**src/rtl/uart_pkg.sv**
```systemverilog
// Shared UART definitions used by both the transmitter and the receiver:
// the FSM state encoding and the default frame and baud parameters.
package uart_pkg;

  typedef enum logic [2:0] {
    StIdle   = 3'd0,
    StStart  = 3'd1,
    StData   = 3'd2,
    StParity = 3'd3,
    StStop   = 3'd4
  } uart_state_e;

  localparam int unsigned NDataDefault = 8;
  localparam int unsigned MStopDefault = 1;
  localparam int unsigned NTickDefault = 16;

endpackage

```
**src/rtl/uart_tx.sv**
```systemverilog
// UART transmitter: start bit, N_DATA data bits LSB first, optional parity bit, M_STOP stop bits.
// Define UART_TX_PARITY_EN to build in the parity bit.
module uart_tx
  import uart_pkg::*;
#(
  parameter int unsigned N_DATA          = NDataDefault,
  parameter int unsigned M_STOP          = MStopDefault,
  parameter int unsigned EVEN_ODD_PARITY = 1,
  parameter int unsigned N_TICK          = NTickDefault
) (
  input  logic              i_clk,
  input  logic              i_rst,
  input  logic              i_tick,
  input  logic              i_tx_start,
  input  logic [N_DATA-1:0] i_data,
  output logic              o_tx,
  output logic              o_tx_busy,
  output logic              o_tx_done
);

  localparam int unsigned TickW = (N_TICK > 1) ? $clog2(N_TICK) : 1;
  localparam int unsigned BitW  = $clog2(N_DATA + 1);

  if (M_STOP < 1 || M_STOP > 2 || EVEN_ODD_PARITY > 1) begin : g_bad_cfg
    $error("uart_tx: M_STOP must be 1 or 2 and EVEN_ODD_PARITY 0 or 1");
  end

  uart_state_e       state_q;
  logic [TickW-1:0]  tick_q;
  logic [BitW-1:0]   bit_q;
  logic [N_DATA-1:0] shreg_q;
  logic [N_DATA-1:0] shreg_nxt;
  logic              tx_q;
  logic              busy_q;
  logic              done_q;
  logic              bit_end;
`ifdef UART_TX_PARITY_EN
  logic              par_q;
`endif

  assign bit_end   = i_tick && (tick_q == TickW'(N_TICK - 1));
  assign shreg_nxt = shreg_q >> 1;

  always_ff @(posedge i_clk) begin
    if (i_rst) begin
      state_q <= StIdle;
      tick_q  <= '0;
      bit_q   <= '0;
      shreg_q <= '0;
      tx_q    <= 1'b1;
      busy_q  <= 1'b0;
      done_q  <= 1'b0;
`ifdef UART_TX_PARITY_EN
      par_q   <= 1'b0;
`endif
    end else begin
      done_q <= 1'b0;
      if (state_q != StIdle && i_tick) begin
        tick_q <= bit_end ? '0 : tick_q + 1'b1;
      end
      unique case (state_q)
        StIdle: begin
          // The done cycle still counts as part of the old frame, so starts are refused there.
          if (i_tx_start && !done_q) begin
            state_q <= StStart;
            shreg_q <= i_data;
            tick_q  <= '0;
            bit_q   <= '0;
            tx_q    <= 1'b0;
            busy_q  <= 1'b1;
`ifdef UART_TX_PARITY_EN
            par_q   <= (^i_data) ^ (EVEN_ODD_PARITY != 0);
`endif
          end
        end
        StStart: begin
          if (bit_end) begin
            state_q <= StData;
            tx_q    <= shreg_q[0];
          end
        end
        StData: begin
          if (bit_end) begin
            if (bit_q == BitW'(N_DATA - 1)) begin
              bit_q   <= '0;
`ifdef UART_TX_PARITY_EN
              state_q <= StParity;
              tx_q    <= par_q;
`else
              state_q <= StStop;
              tx_q    <= 1'b1;
`endif
            end else begin
              bit_q   <= bit_q + 1'b1;
              shreg_q <= shreg_nxt;
              tx_q    <= shreg_nxt[0];
            end
          end
        end
`ifdef UART_TX_PARITY_EN
        StParity: begin
          if (bit_end) begin
            state_q <= StStop;
            tx_q    <= 1'b1;
          end
        end
`endif
        StStop: begin
          if (bit_end) begin
            if (bit_q == BitW'(M_STOP - 1)) begin
              state_q <= StIdle;
              bit_q   <= '0;
              busy_q  <= 1'b0;
              done_q  <= 1'b1;
            end else begin
              bit_q <= bit_q + 1'b1;
            end
          end
        end
        default: begin
          state_q <= StIdle;
          tx_q    <= 1'b1;
          busy_q  <= 1'b0;
        end
      endcase
    end
  end

  assign o_tx      = tx_q;
  assign o_tx_busy = busy_q;
  assign o_tx_done = done_q;

endmodule
```
**config.mk**
```make
export PLATFORM = sky130hd
export DESIGN_NAME = uart_tx
export DESIGN_NICKNAME = d
export VERILOG_FILES = /design/src/rtl/uart_pkg.sv /design/src/rtl/uart_tx.sv
export SDC_FILE = /design/constraint.sdc
export NUM_CORES = 1
export LEC_CHECK = 0
export CAP_MARGIN = 20
export CORE_AREA = 5 5 43 73
export CTS_BUF_LIST = sky130_fd_sc_hd__clkbuf_16
export CTS_CLUSTER_SIZE = 30
export DETAILED_ROUTE_END_ITERATION = 8
export DIE_AREA = 0 0 48 78
export MAX_ROUTING_LAYER = met4
export PLACE_DENSITY = 0.71
export SKIP_LAST_GASP = 1
export SYNTH_ARGS = -nofsm -noshare
export SYNTH_HDL_FRONTEND = slang
export SYNTH_SLANG_ARGS = --single-unit
```
**constraint.sdc**
```tcl
create_clock -name i_clk -period 3.4 [get_ports i_clk]
set_input_delay 0.68 -clock i_clk [delete_from_list [all_inputs] [get_ports i_clk]]
set_output_delay 0.68 -clock i_clk [all_outputs]
set_load 0.005 [all_outputs]
```
==> key figures, run 1 <==
Worst setup path
  – Nature of the critical path endpoint: register
  – Worst setup path endpoint: state_q[1]
  – CP max FO: 5
  – FF-to-FF End: state_q[1]
  – CP max stage cell: a222oi_1
  – Reg2Reg Depth: 4
  – Critical Path Source: i_tx_start
  – CP Buf/Inv Count: 1
  – Setup CP Type: in2reg
  – Worst path max stage delay: 0.59 ns
  – R2R setup slack: 1.37 ns
  – WP data required: 3.51 ns
  – Worst Path Arrival: 2.37 ns
  – Worst path depth: 5
  – CP startpoint kind: primary input
  – CP Cell Sequence: clkdlybuf4s50_1, or2b_2, a222oi_1, a21o_2, a21oi_1
  – RR Startpoint: state_q[0]
  – Cell family with the largest share of critical-path delay: compound AO/OA/AOI/OAI gates

Cells and area
  – Multi-input gate area: 743 µm²
  – Fin nets: 170
  – Layout area overhead: 19.9%
  – Layout Utilization: 60.4%
  – Register area: 440 µm²
  – Layout filler cell count: 214
  – # diodes: 0
  – Layout cells sized above 1: 8.44%
  – Non-Filler Instances: 180

Logic synthesis
  – EDFF count, synth: 0
  – Mapped Area: 1240 µm²
  – Yosys reg bits: 22
  – Register area share after synthesis: 35.5%
  – Predominant post-synthesis flop cell: dfxtp_1
  – Count leader, synth: dfxtp_1
  – Ranking of synthesized cells by area: dfxtp_1, a21oi_1, mux2i_1
  – Top cell type's share of synthesized area: 35.5%
  – Fraction of registers with async set/reset: 0%
  – Avg Synthesized Cell Area: 8.62 µm²
  – Commonest cells post-synth: dfxtp_1, a21oi_1, nor2_1
  – Yosys warnings: 0
  – Syn Nets: 159
  – Cell variety after synth: 42
  – Cell taking the most area after synthesis: dfxtp_1
  – Gate Count Post-Synth: 144

Placement
  – IO buf count: 14
  – Placer congestion estimate: 0.828
  – DP Worst Slack: 0.906 ns
  – Placed Cells incl. Taps: 176
  – Detailed placement HPWL: 2040 µm

Route
  – DR WL/cell: 15.8 µm
  – Routed Antenna Nets: 0
  – Initial DRC count: 51
  – Vias per inst: 6.55
  – DRC: 0
  – DRT Pass-1 Iters: 4
  – Routed WL: 2840 µm
  – Vias: 1179

Global routing
  – First-pass GRT wire length: 4720 µm
  – GRT Total Usage: 16.8%
  – Initial antenna violation count: 0
  – Largest net degree at the start of global routing: 24
  – Grt ovf: 0
  – Vias in the first global route: 1129

Floorplan
  – Die X: 48 µm
  – I/O pins: 15
  – Starting Density: 50.4%
  – DIE HEIGHT: 78 µm
  – Die Area: 3740 µm²
  – Core Region: 2460 µm²
  – Std-Cell Rows: 24

Timing
  – FMAX: 0.442 GHz
  – Setup violators final: 0
  – Worst-Margin Slew: 0.912 ns
  – Slew headroom: 39.0%
  – Min Tclk post-route: 2.26 ns
  – Max Slew Vio Count: 0
  – Final TNS setup: 0 ns
  – Final Hold Fails: 0
  – RSZ-0062 raised after global routing: no
  – Final hold slack: 0.492 ns
  – Setup ws final: 1.14 ns
  – Final Skew: 0.00339 ns
  – Tcrit/Tclk final: 66.5%

Clock tree
  – CTS tree: yes
  – CTS resizes: 0
  – CTS Buffer Depth: 2
  – Clk sinks: 22
  – Post-CTS Setup Bufs: 0
  – CTS hold repair buffers: 0
  – Later-pin clock latency in the skew report: 0.26 ns
  – H-Tree Depth: 1
  – CTS Buf Count: 3
  – Reg clk slew, reported paths: 0.06 ns
  – Clock root buffer: clkbuf_16

Run
  – Max-cap violations: 0

Pwr
  – Peak supply drop: 0.000309 V
  – P_leak: 0.000525 µW
  – Pwr/cell area: 527 nW/µm²

Min path
  – Hold WC Path Type: reg2reg

Run status
  – Status: finished, final reports clean
-- cells in the final DEF (no fill, tap or decap), types with 3 or more instances in the layout --
cell / synthesis / routed
dfxtp_1: 22 / 22
a21oi_1: 20 / 20
clkdlybuf4s50_1: 0 / 14
nor2_1: 9 / 9
mux2i_1: 7 / 7
a311oi_1: 7 / 7
nand2_1: 7 / 7
inv_1: 5 / 5
o21ai_0: 5 / 5
nand4_1: 5 / 5
nor3b_1: 3 / 3
xor2_1: 3 / 3
nor3_1: 3 / 3
ha_1: 3 / 3
clkbuf_16: 0 / 3
-- how the worst min path moves through the flow --
stage,end,cells past startpoint,slack [ns],from
6_report,tick_q[1],2,0.49,tick_q[1]
5_1_grt,bit_q[3],2,0.53,bit_q[3]
4_1_cts,tick_q[1],2,0.50,tick_q[1]
3_5_place_dp,tick_q[1],2,0.49,tick_q[1]
3_3_place_gp,tick_q[1],2,0.49,tick_q[1]
2_1_floorplan,tick_q[1],2,0.47,tick_q[1]
-- power breakdown --
group | internal (µW) | total, µW | switching (µW)
combinational | 69.5 | 145 | 75.8
sequential | 279 | 304 | 24.7
clock | 234 | 335 | 101
total | 582 | 783 | 201
-- metrics by stage --
step | area (µm²) | total power [µW]
detailed placement | 1380 | 452
global route | 1490 | 817
floorplan | 1240 | 408
global placement | 1380 | 448
CTS | 1490 | 783
finish | 1490 | 783
-- state kept, by name, summed over array words and instances (netlist names) --
signal     count
o_tx_done      1
tick_q         4
o_tx           1
bit_q          4
shreg_q        8
o_tx_busy      1
state_q        3
-- routing by layer --
layer  wire length (µm)  GRT usage [%]  vias to the layer above
li1                   -              -                      572
met1               1170           20.8                      567
met2               1480           26.3                       33
met3                115           2.31                        7
met4                 70           7.01                        0
met5                  0              -                        -
-- layout make-up --
class | count | area share (%)
clock buffers | 3 | 5.05
repair buffers | 15 | 9.92
clock inverters | 1 | 2.02
flip-flops and latches | 22 | 29.6
multi-input cells | 108 | 50.0
inverters | 5 | 1.26
well taps | 26 | 2.19
-- cells by family after synthesis --
| group | count (synthesis) | share of synthesized area (%) |
|---|---|---|
| fa+ha+maj | 3 | 3.02 |
| mux | 7 | 5.65 |
| compound gates | 53 | 29.5 |
| simple gates | 42 | 19.6 |
| flops | 22 | 35.5 |
| xor+xnor | 3 | 2.12 |
| buf+inv | 14 | 4.64 |
-- worst min-delay path: stages, from the launching register on --
cell     delay [ns]
dfxtp_1        0.33
nand2_1        0.06
a21oi_1        0.05
(Power assumes the default switching activity.)
==> inputs of run 2 (changes only) <==
Clock period 3.4 ns to 2.25 ns, I/O delays scaled along.
==> key figures, run 2 (synthesized netlist as in run 1, its figures left out) <==
Min path
  – Hold path cells: 2 (unchanged)
  – Hold WC Path Type: reg2reg
  – Hold Path Origin: tick_q[1]
  – Hold Path Sink: tick_q[1]

Worst setup path
  – CP max stage cell: clkdlybuf4s50_1
  – R2R setup slack: 0.34 ns (-1.03 ns)
  – Cell family with the largest share of critical-path delay: compound AO/OA/AOI/OAI gates
  – CP max FO: 15 (+10)
  – RR Startpoint: state_q[0]
  – WP data required: 2.41 ns (-1.10 ns)
  – Setup CP Type: in2reg
  – Nature of the critical path endpoint: register
  – Worst Path Arrival: 2.08 ns (-0.29 ns)
  – CP startpoint kind: primary input
  – FF-to-FF End: shreg_q[6]
  – Reg2Reg Depth: 4 (unchanged)
  – CP Cell Sequence: clkdlybuf4s50_1, nor3b_1, a31o_2, a21oi_1, a311oi_1
  – CP Buf/Inv Count: 1 (unchanged)
  – Worst path max stage delay: 0.48 ns (-0.11 ns)

Global routing
  – GRT Total Usage: 18.2% (+1.4 points)
  – Vias in the first global route: 1179 (+4.4%)
  – Initial antenna violation count: 0 (unchanged)
  – GR Util met2: 28.2% (+2.0 points)
  – Largest net degree at the start of global routing: 17 (-29%)
  – Grt ovf: 0 (unchanged)
  – First-pass GRT wire length: 5060 µm (+7.2%)
  – Most Crowded Layer GR: met2
  – GR Layer Usage met1: 22.3% (+1.4 points)
  – Met3 Use GR: 2.08% (-0.23 points)

Cells and area
  – # diodes: 0 (unchanged)
  – Largest regs: shreg_q (8), bit_q (4), tick_q (4)
  – Layout filler cell count: 232 (+8.4%)
  – Layout cells sized above 1: 11.3% (+2.9 points)
  – Layout area overhead: 22.9%
  – Top reg by flops: shreg_q
  – Most frequent cells in the layout: dfxtp_1, a21oi_1, clkdlybuf4s50_1, nor2_1
  – Most common cell after layout, fill and taps aside: dfxtp_1
  – Max reg flops: 8 (unchanged)
  – Fin nets: 175 (+2.9%)

Timing
  – Setup violators final: 0 (unchanged)
  – RSZ-0062 raised after global routing: no
  – Final Hold Fails: 0 (unchanged)
  – Slew headroom: 37.9% (-1.1 points)
  – FMAX: 0.520 GHz
  – Final TNS setup: 0 ns (unchanged)
  – Worst-Margin Slew: 0.929 ns (+0.0165 ns)
  – Max Slew Vio Count: 0 (unchanged)
  – Min Tclk post-route: 1.92 ns
  – Final Skew: 0.00388 ns (+0.000494 ns)
  – Setup ws final: 0.328 ns (-0.811 ns)
  – Tcrit/Tclk final: 85.4%

Clock tree
  – Later-pin clock latency in the skew report: 0.25 ns (about the same)
  – H-Tree Depth: 1 (unchanged)
  – Reg clk slew, reported paths: 0.06 ns (about the same)
  – CTS Buffer Depth: 2 (unchanged)
  – CTS tree: yes
  – CTS Buf Count: 3 (unchanged)
  – CTS hold repair buffers: 0 (unchanged)
  – CTS resizes: 0 (unchanged)
  – Clock root buffer: clkbuf_16
  – Post-CTS Setup Bufs: 0 (unchanged)
  – Clk sinks: 22 (unchanged)

Route
  – DRT Pass-1 Iters: 4 (unchanged)
  – Initial DRC count: 55 (+7.8%)
  – Vias per inst: 6.25 (-4.5%)
  – Vias: 1157 (-1.9%)
  – Routed WL: 2960 µm (+4.2%)
  – DR WL/cell: 16.0 µm (+1.4%)
  – Routed Antenna Nets: 0 (unchanged)
  – DRC: 0 (unchanged)

Floorplan
  – I/O pins: 15 (unchanged)
  – Die Area: 3740 µm² (unchanged)
  – Std-Cell Rows: 24 (unchanged)
  – Die X: 48 µm (unchanged)
  – Core Region: 2460 µm² (unchanged)
  – DIE HEIGHT: 78 µm (unchanged)
  – Starting Density: 50.4% (unchanged)

Pwr
  – Pwr Total: 1190 µW (+52%)
  – P_leak: 0.000550 µW (+4.7%)
  – Peak supply drop: 0.000461 V (+49%)
  – Pwr/cell area: 778 nW/µm² (+48%)

Run status
  – Status: finished, final reports clean

Run
  – Max-cap violations: 0 (unchanged)

Placement
  – Placer congestion estimate: 0.825 (-0.25%)
  – Detailed placement HPWL: 2100 µm (+2.8%)
  – IO buf count: 14 (unchanged)
  – DP Worst Slack: 0.0771 ns (-0.829 ns)
-- run 2: stage by stage --
stage	area, µm²	std cells	hold slack, ns	util, %
5_1_grt	1530	185	0.543	61.9
6_report	1530	185	0.498	61.9
4_1_cts	1530	185	0.502	61.9
3_5_place_dp	1420	181	0.489	57.7
3_3_place_gp	1420	181	0.486	57.7
2_1_floorplan	1240	144	0.466	-
-- run 2: worst max path at each step --
stage               startpoint  cells after the start    endpoint  slack, ns
floorplan             bit_q[0]                      6   o_tx_busy       0.50
global placement    i_tx_start                      5  shreg_q[3]       0.17
detailed placement  i_tx_start                      5  shreg_q[6]       0.08
CTS                 i_tx_start                      5  shreg_q[6]       0.36
global route        state_q[0]                      4  shreg_q[6]       0.17
finish              i_tx_start                      5  shreg_q[6]       0.33
-- run 2: per-layer routing --
metal | up-vias | routed length [µm]
met3 | 4 | 79
met4 | 0 | 53
met2 | 18 | 1570
met5 | - | 0
li1 | 582 | -
met1 | 553 | 1260
-- run 2: layout make-up --
| class | instances | area [µm²] | area share [%] |
|---|---|---|---|
| multi-input combinational | 108 | 743 | 48.7 |
| sequential | 22 | 440 | 28.9 |
| timing repair buffer | 20 | 185 | 12.1 |
| clock buffer | 3 | 75.1 | 4.92 |
| tap | 26 | 32.5 | 2.13 |
| clock inverter | 1 | 30.0 | 1.97 |
| inverter | 5 | 18.8 | 1.23 |
-- run 2: power by group --
group          switching, µW  total, µW  internal (µW)
Combinational            124        239            115
Sequential              31.0        452            421
Clock                    143        496            353
-- run 2: worst min-delay path, delay by kind of cell (launching register included) --
family	cells	cell delay (ns)
flops	1	0.33
simple gates	1	0.06
compound gates	1	0.06
==> inputs of run 3 (changes only) <==
Settings changed: SETUP_SLACK_MARGIN set to 0.15.
==> results of run 3 <==
Final layout, timing and power as in run 2 (identical DEF).
